==> src/rtl/spi_slave.sv <==
// rtl/spi_slave.sv - oversampled SPI responder with one-entry transmit holding register
module spi_slave #(
    parameter int         CPOL      = 1,
    parameter int         CPAH      = 1,
    parameter logic [7:0] IDLE_BYTE = 8'hFF
) (
    input  logic       clk,
    input  logic       rst_n,
    input  logic       spi_clk,
    input  logic       spi_cs,
    input  logic       spi_mosi,
    output logic       spi_miso,
    input  logic [7:0] tx_data,
    input  logic       tx_load,
    output logic       tx_full,
    output logic [7:0] rx_data,
    output logic       rx_valid,
    output logic       busy
);

    localparam logic IDLE_LVL    = (CPOL != 0);
    localparam logic SAMPLE_LEAD = (CPAH == 0);

    typedef enum logic {S_IDLE, S_ACTIVE} state_t;

    state_t     state, state_nxt;
    logic       clk_s1, clk_s2, clk_prev;
    logic       cs_s1, cs_s2;
    logic       mosi_s1, mosi_s2;
    logic [2:0] bit_cnt;
    logic [7:0] rx_shift;
    logic [7:0] tx_shift;
    logic [7:0] tx_hold;
    logic       fresh;

    logic       lead_edge, trail_edge, in_frame;
    logic       sample_edge, shift_edge;
    logic       entry, exit_frame, mid_reload, reload_now;
    logic [7:0] next_byte;

    assign lead_edge   = (clk_s2 != IDLE_LVL) && (clk_prev == IDLE_LVL);
    assign trail_edge  = (clk_s2 == IDLE_LVL) && (clk_prev != IDLE_LVL);
    assign in_frame    = (state == S_ACTIVE) && !cs_s2;
    assign sample_edge = in_frame && (SAMPLE_LEAD ? lead_edge : trail_edge);
    assign shift_edge  = in_frame && (SAMPLE_LEAD ? trail_edge : lead_edge);
    assign entry       = (state == S_IDLE) && !cs_s2;
    assign exit_frame  = (state == S_ACTIVE) && cs_s2;
    // The first byte of a frame is already in tx_shift from entry; later bytes
    // are fetched at the shift edge that drives their bit 7 (byte boundary).
    assign mid_reload  = shift_edge && (bit_cnt == 3'd0) && (SAMPLE_LEAD || !fresh);
    assign reload_now  = entry || mid_reload;
    assign next_byte   = tx_full ? tx_hold : IDLE_BYTE;

    // Two-flop synchronisers for all SPI pins, plus previous-value flop for clock edges
    always_ff @(posedge clk or negedge rst_n) begin
        if (!rst_n) begin
            clk_s1   <= IDLE_LVL;
            clk_s2   <= IDLE_LVL;
            clk_prev <= IDLE_LVL;
            cs_s1    <= 1'b1;
            cs_s2    <= 1'b1;
            mosi_s1  <= 1'b0;
            mosi_s2  <= 1'b0;
        end else begin
            clk_s1   <= spi_clk;
            clk_s2   <= clk_s1;
            clk_prev <= clk_s2;
            cs_s1    <= spi_cs;
            cs_s2    <= cs_s1;
            mosi_s1  <= spi_mosi;
            mosi_s2  <= mosi_s1;
        end
    end

    // Frame state register
    always_ff @(posedge clk or negedge rst_n) begin
        if (!rst_n) begin
            state <= S_IDLE;
        end else begin
            state <= state_nxt;
        end
    end

    // Frame follows the synchronised chip select
    always_comb begin
        state_nxt = state;
        case (state)
            S_IDLE:   if (!cs_s2) state_nxt = S_ACTIVE;
            S_ACTIVE: if (cs_s2)  state_nxt = S_IDLE;
            default:  state_nxt = S_IDLE;
        endcase
    end

    // Busy reflects an open frame
    always_comb begin
        busy = (state == S_ACTIVE);
    end

    // Shift datapath: receive deserialiser, transmit serialiser and bit counter
    always_ff @(posedge clk or negedge rst_n) begin
        if (!rst_n) begin
            spi_miso <= 1'b1;
            rx_data  <= 8'h00;
            rx_valid <= 1'b0;
            rx_shift <= 8'h00;
            tx_shift <= 8'h00;
            bit_cnt  <= 3'd0;
            fresh    <= 1'b0;
        end else begin
            rx_valid <= 1'b0;
            if (exit_frame) begin
                bit_cnt  <= 3'd0;
                spi_miso <= 1'b1;
            end else if (entry) begin
                bit_cnt <= 3'd0;
                fresh   <= 1'b1;
                if (SAMPLE_LEAD) begin
                    spi_miso <= next_byte[7];
                    tx_shift <= {next_byte[6:0], 1'b0};
                end else begin
                    tx_shift <= next_byte;
                end
            end else begin
                if (sample_edge) begin
                    rx_shift <= {rx_shift[6:0], mosi_s2};
                    bit_cnt  <= bit_cnt + 3'd1;
                    if (bit_cnt == 3'd7) begin
                        rx_data  <= {rx_shift[6:0], mosi_s2};
                        rx_valid <= 1'b1;
                    end
                end
                if (shift_edge) begin
                    fresh <= 1'b0;
                    if (mid_reload) begin
                        spi_miso <= next_byte[7];
                        tx_shift <= {next_byte[6:0], 1'b0};
                    end else begin
                        spi_miso <= tx_shift[7];
                        tx_shift <= {tx_shift[6:0], 1'b0};
                    end
                end
            end
        end
    end

    // One-entry holding register; a load coinciding with a reload refills it
    always_ff @(posedge clk or negedge rst_n) begin
        if (!rst_n) begin
            tx_full <= 1'b0;
            tx_hold <= 8'h00;
        end else if (reload_now && tx_full) begin
            tx_full <= tx_load;
            if (tx_load) tx_hold <= tx_data;
        end else if (tx_load && !tx_full) begin
            tx_full <= 1'b1;
            tx_hold <= tx_data;
        end
    end

endmodule
==> config.mk <==
export PLATFORM = sky130hd
export DESIGN_NAME = spi_slave
export DESIGN_NICKNAME = d
export VERILOG_FILES = /design/src/rtl/spi_slave.sv
export SDC_FILE = /design/constraint.sdc
export NUM_CORES = 1
export LEC_CHECK = 0
export BUFFER_PORTS_ARGS = -buffer_cell sky130_fd_sc_hd__buf_2
export CAP_MARGIN = 0
export CORE_UTILIZATION = 51
export DETAILED_ROUTE_END_ITERATION = 8
export GPL_TIMING_DRIVEN = 0
export PLACE_DENSITY = 0.79
export SLEW_MARGIN = 20
export SYNTH_ARGS = -nofsm -noshare
export SYNTH_HDL_FRONTEND = slang
export SYNTH_SLANG_ARGS = --single-unit
==> constraint.sdc <==
create_clock -name clk -period 1.85 [get_ports clk]
set_input_delay 0.185 -clock clk [delete_from_list [all_inputs] [get_ports clk]]
set_output_delay 0.185 -clock clk [all_outputs]
set_load 0.05 [all_outputs]
Yosys cells after proc, flatten, opt, wreduce, memory -nomap -nowiden:

Cells that the tools add are included.

* flip-flop bits (word level): 46
* output and inout bits: 12
* bits in read-only memories: 0
* bits in writable memories: 0
* logic and storage cells: 74
* memories kept: 0
* bits in latches: 0

* add/sub/neg operators: 1
* magnitude comparators: 0
* bitwise operators: 5
* multiplexer cells: 23
* shifts and indexed selects: 0
* multipliers: 0
* div/mod/pow operators: 0
* equality and inequality tests: 3
* reductions and logical operators: 25

Operators with widths (number)
* two-way mux 8 bit: 7
* two-way mux 1 bit: 13
* logical AND 1 bit: 11
* two-way mux 3 bit: 3
* AND reduction 2 bit: 3
* nonzero test 2 bit: 3
* inverter 1 bit: 5
* AND reduction 4 bit: 1
* adder 3 x 1 -> 3 bit, second input constant: 1
* equality test 3 bit, second input constant: 1
* logical NOT 1 bit: 3
* logical NOT 3 bit: 1
* AND reduction 3 bit: 1
* nonzero test 3 bit: 1
* inequality test 2 x 1 -> 1 bit, second input constant: 1
* inequality test 2 bit, second input constant: 1
* logical OR 1 bit: 1

Logic depth before layout (Yosys ltp):

* word-level depth: 9
* mapped depth: 6
* mapped depth without buffers: 5

Least setup slack after synthesis:

No wires, ideal clock.

* kind: register to register
* start point: register state, in the netlist busy
* end point: register tx_hold[0]
* clock period less this slack: 2.079 ns
* setup slack: -0.229 ns
* arrival time: 1.954 ns
* stages on the path, launching flop included: 7
* cell sequence: dfrtp_1 -> inv_1 -> ha_1 -> clkbuf_1 -> nand2b_1 -> a22oi_4 -> mux2_2

* elaborated cells on any way between the ends: 12

RTL lines
* start: declaration: RTL line 26 `state_t state, state_nxt;`
* start signal: assignment: RTL line 80 `state <= state_nxt;`
* inverter 1 bit (*)
* logical AND 1 bit (*): RTL line 46 `assign entry = (state == S_IDLE) && !cs_s2;`
* net entry: RTL line 38 `logic entry, exit_frame, mid_reload, reload_now;`
* logical OR 1 bit (*): RTL line 51 `assign reload_now = entry || mid_reload;`
* logical AND 1 bit (*): RTL line 151 `end else if (reload_now && tx_full) begin`
* inequality test 2 bit (no line) or nonzero test 2 bit (tied branches)
* AND reduction 2 bit (no line)
* end signal: assignment: RTL line 153 `if (tx_load) tx_hold <= tx_data;`
* end signal: assignment: RTL line 156 `tx_hold <= tx_data;`
* end: declaration: RTL line 33 `logic [7:0] tx_hold;`

The timed path passes the listed nets; every way through them passes the cells marked *.
A chain may end at the register's enable or synchronous reset.

Worst setup path after layout:

* start point: register cs_s2
* end point: register tx_hold[4]

* elaborated cells on any way between the ends: 12

RTL lines
* start: declaration: RTL line 28 `logic cs_s1, cs_s2;`
* start signal: assignment: RTL line 69 `cs_s2 <= cs_s1;`
* logical NOT 1 bit (*)
* logical AND 1 bit (*): RTL line 46
* net entry: RTL line 38
* logical OR 1 bit (*): RTL line 51
* logical AND 1 bit (*): RTL line 151
* inequality test 2 bit (no line) or nonzero test 2 bit (tied branches)
* AND reduction 2 bit (no line)

Marked as above.

==> impl_summary.log <==
[metrics] pin count of the biggest net entering global routing: 47
[metrics] Yosys cell types: 30
[metrics] clock tree from TritonCTS: done
[metrics] cell row count: 22
[metrics] sequential area share after synthesis: 0.5548
[metrics] Net count, final: 213
[metrics] number of I/O pins: 26
[metrics] outcome: finished clean
[metrics] number of filler instances in the final layout: 299
[metrics] FMAX: 558.0 MHz
[metrics] worst IR drop on VDD: 0.0005517 V
[metrics] Leak Pwr: 0.001222 µW
[metrics] clock slew seen by the registers of the worst setup and hold paths: 0.08 ns
[metrics] die span in y: 65.99 µm
[metrics] via count of the first global-routing pass: 1393
[metrics] Floorplan Core Area: 3799 µm²
[metrics] antenna diode count: 0
[metrics] drt via density: 5.552
[metrics] global routing met1 resource utilization: 0.2480
[metrics] Yosys reg bits: 46
[metrics] Critical Path Source Type: flop
[metrics] Final Skew: 0.003707 ns
[metrics] time the worst path needs with I/O delays and setup: 1.792 ns
[metrics] power density normalized to cell area: 946.9 nW/µm²
[metrics] internal power component: 1742 µW
[metrics] type of the tightest min-delay check: primary input to flop
[metrics] depth of the most critical reg-to-reg path: 6
[metrics] wire per inst: 16.44 µm
[metrics] final hold violation count: 0
[metrics] Initial DRT Pass Iterations: 4
[metrics] crit share post-route: 0.9688
[metrics] slew at the pin with the worst max-slew slack: 0.5761 ns
[metrics] met3 Resource Use GR: 0.05000
[metrics] clock root buffer master: sky130_fd_sc_hd__clkbuf_8
[metrics] global-route wire length before repair: 6548 µm
[metrics] maximum clock insertion buffer count: 2
[metrics] setup slack at placement: -0.1593 ns
[metrics] Via Count: 1338
[metrics] insertion delay to the later sink of the worst-skew pair: 0.30 ns
[metrics] die boundary width: 65.99 µm
[metrics] Post-Synthesis Cells: 155
[metrics] Initial DRC Count: 51
[metrics] max-cap violation count: 0
[metrics] endpoint of the most critical register-to-register path: tx_hold[4]$_DFFE_PN0P_
[metrics] sort of element at the end of the critical path: flop
[metrics] Min-Delay Startpoint: tx_data[2]
[metrics] aggregate global-route resource usage: 0.2060
[metrics] origin of the critical flop-to-flop path: cs_s2$_DFF_PN1_
[metrics] synthesized net count: 176
[metrics] sequential share of power: 0.523
[metrics] net switching power: 628.6 µW
[metrics] Die Outline Area: 4355 µm²
[metrics] required time of the critical path: 2.04 ns
[metrics] portion of synthesized cell area occupied by the leading cell type: 0.4793
[metrics] type of the worst setup path: flop to flop
[metrics] DRC violation count after routing: 0
[metrics] most crowded layer after global routing: met2
[metrics] Final Max Tran Viols: 0
[metrics] final cell count without fillers: 241
[metrics] cell type contributing the most total cell area after synthesis: sky130_fd_sc_hd__dfrtp_1
[metrics] unrepaired setup endpoints after global routing: no
[metrics] synth top area cells: sky130_fd_sc_hd__dfrtp_1, sky130_fd_sc_hd__mux2_2, sky130_fd_sc_hd__dfstp_2, sky130_fd_sc_hd__mux2_4, sky130_fd_sc_hd__mux2i_1
[metrics] number of antenna violations at the first check in global routing: 0
[metrics] synth warn: 0
[metrics] area grow syn2layout: 19.89%
[metrics] worst slew slack as a fraction of its limit: 0.6159
[metrics] share of the core filled with cells: 0.6591
[metrics] number of setup violations in the final report: 0
[metrics] Logic pwr share: 0.166
[metrics] depth of the worst hold-timing path: 2
[metrics] hold slack: 0.1153 ns
[metrics] Starting Density: 0.5497
[metrics] drt total wl: 3961 µm
[metrics] relative contribution of the clock network to total power: 0.311
[metrics] Final HPWL DP: 2661 µm
[metrics] post-route setup slack: 0.05780 ns
[metrics] Num CTS Buffers: 5
[metrics] total power draw: 2371 µW
[metrics] Max FO, Critical Path: 8
[metrics] TritonCTS sink count: 46
[metrics] remaining global-route overflow: 0
[metrics] # port buffers: 25
[metrics] layout cell share with drive strength beyond 1: 0.4145
[metrics] Mapped Area: 2088 µm²
[metrics] mean instance size in the synthesized netlist: 13.47 µm²
[metrics] highest-count cells in the layout ignoring fill and taps: sky130_fd_sc_hd__dfrtp_1, sky130_fd_sc_hd__buf_2, sky130_fd_sc_hd__mux2_2
[metrics] worst reg-to-reg setup slack: 0.06 ns
[metrics] Sw Ratio: 0.2651
[metrics] total placed cells including tap cells: 228
[metrics] most common library cell in the layout ignoring fill and taps: sky130_fd_sc_hd__dfrtp_1
[metrics] number of routed nets with antenna violations: 0
[metrics] destination of the worst hold path: tx_hold[2]$_DFFE_PN0P_
[metrics] htree depth: 2
[metrics] met2 demand-to-capacity share in global routing: 0.3533
[metrics] Routability Congestion: 0.7421
[metrics] critical path data arrival time: 1.98 ns
-- stage by stage --
stage,TNS [ns],instance area [µm²]
finish,0,2504
global placement,-1.827,2296
floorplan,0,2111
detailed placement,-2.819,2296
CTS,0,2489
global route,0,2504
-- state kept, by name (all words and copies together) (netlist names), 3 cells and up --
register,cells
tx_hold,8
bit_cnt,3
rx_data,8
tx_shift,8
rx_shift,7
-- synthesized netlist by cell type --
| cell type | n |
|---|---|
| sky130_fd_sc_hd__a221oi_1 | 1 |
| sky130_fd_sc_hd__a22o_1 | 1 |
| sky130_fd_sc_hd__nand3b_1 | 3 |
| sky130_fd_sc_hd__dfrtp_1 | 40 |
| sky130_fd_sc_hd__nor3b_1 | 1 |
| sky130_fd_sc_hd__buf_2 | 3 |
| sky130_fd_sc_hd__buf_6 | 1 |
| sky130_fd_sc_hd__nor3_1 | 13 |
| sky130_fd_sc_hd__and3b_2 | 1 |
| sky130_fd_sc_hd__mux2_2 | 15 |
| sky130_fd_sc_hd__mux2i_1 | 10 |
| sky130_fd_sc_hd__a22oi_4 | 1 |
| sky130_fd_sc_hd__and4b_1 | 1 |
| sky130_fd_sc_hd__inv_1 | 7 |
| sky130_fd_sc_hd__dfstp_2 | 6 |
| sky130_fd_sc_hd__buf_4 | 1 |
| sky130_fd_sc_hd__or2_1 | 1 |
| sky130_fd_sc_hd__ha_1 | 7 |
| sky130_fd_sc_hd__o21ai_0 | 2 |
| sky130_fd_sc_hd__clkbuf_1 | 2 |
| sky130_fd_sc_hd__nor4_1 | 1 |
| sky130_fd_sc_hd__a211oi_1 | 7 |
| sky130_fd_sc_hd__a21oi_1 | 1 |
| sky130_fd_sc_hd__xnor2_1 | 1 |
| sky130_fd_sc_hd__nand2b_1 | 10 |
| sky130_fd_sc_hd__or2_2 | 1 |
| sky130_fd_sc_hd__o22ai_1 | 7 |
| sky130_fd_sc_hd__nor2b_1 | 1 |
| sky130_fd_sc_hd__nand4b_4 | 1 |
| sky130_fd_sc_hd__mux2_4 | 8 |
-- cells by family after synthesis --
| logic type | share of synthesized area |
|---|---|
| compound gates | 0.07190 |
| simple gates | 0.1085 |
| buf+inv | 0.03236 |
| mux | 0.1863 |
| fa+ha+maj | 0.04194 |
| flops | 0.5548 |
| xor+xnor | 0.004195 |
-- power groups by stage --
| stage | sequential, µW | clock [µW] | combinational (µW) |
|---|---|---|---|
| 3_3_place_gp | 1240 | 0 | 356 |
| 5_1_grt | 1260 | 790 | 433 |
| 4_1_cts | 1240 | 754 | 394 |
| 3_5_place_dp | 1260 | 0 | 376 |
| 6_report | 1240 | 738 | 394 |
| 2_1_floorplan | 1260 | 0 | 257 |
-- worst max path at each step --
stage / from / end / slack (ns) / depth (start not counted)
finish: cs_s2$_DFF_PN1_ / tx_hold[4]$_DFFE_PN0P_ / 0.06 / 6
global route: cs_s2$_DFF_PN1_ / rx_data[2]$_DFFE_PN0P_ / 0.02 / 6
CTS: cs_s2$_DFF_PN1_ / tx_hold[4]$_DFFE_PN0P_ / 0.04 / 6
detailed placement: cs_s2$_DFF_PN1_ / tx_shift[7]$_DFFE_PN0P_ / -0.16 / 5
global placement: cs_s2$_DFF_PN1_ / tx_shift[1]$_DFFE_PN0P_ / -0.13 / 5
floorplan: busy$_DFF_PN0_ / rx_data[0]$_DFFE_PN0P_ / 0.008 / 6
-- worst max-delay path, cell delays in order, from the launching register on --
cell and delay [ns]:
sky130_fd_sc_hd__dfstp_2 0.57, sky130_fd_sc_hd__inv_4 0.06, sky130_fd_sc_hd__ha_4 0.18, sky130_fd_sc_hd__nand2b_4 0.16
sky130_fd_sc_hd__a22oi_4 0.22, sky130_fd_sc_hd__buf_12 0.15, sky130_fd_sc_hd__mux2_2 0.33
-- routing by layer --
metal | wire [µm] | up-vias
met5 | 0 | -
met4 | 70 | 0
met3 | 196 | 8
met2 | 1914 | 41
met1 | 1780 | 659
li1 | - | 630
-- cell type report --
class / instances / area (µm²) / share of cell area
clock inverter: 2 / 37.54 / 0.01499
multi-input combinational: 95 / 912.1 / 0.3643
sequential: 46 / 1160 / 0.4633
clock buffer: 6 / 72.57 / 0.02899
buffer: 6 / 37.54 / 0.01499
inverter: 7 / 28.78 / 0.01149
timing repair buffer: 31 / 195.2 / 0.07796
tap: 48 / 60.06 / 0.02399
-- timing repair --
item / 4_1_cts / 5_1_grt
hold buffers: 3 / 1
setup endpoints to repair: 23 / 8
endpoints found under the hold margin: 3 / 40
resized for setup: 6 / 1
pin swaps: 2 / 1
buffers inserted: 2 / 0
Note: power is estimated with default switching activity, not from simulation.
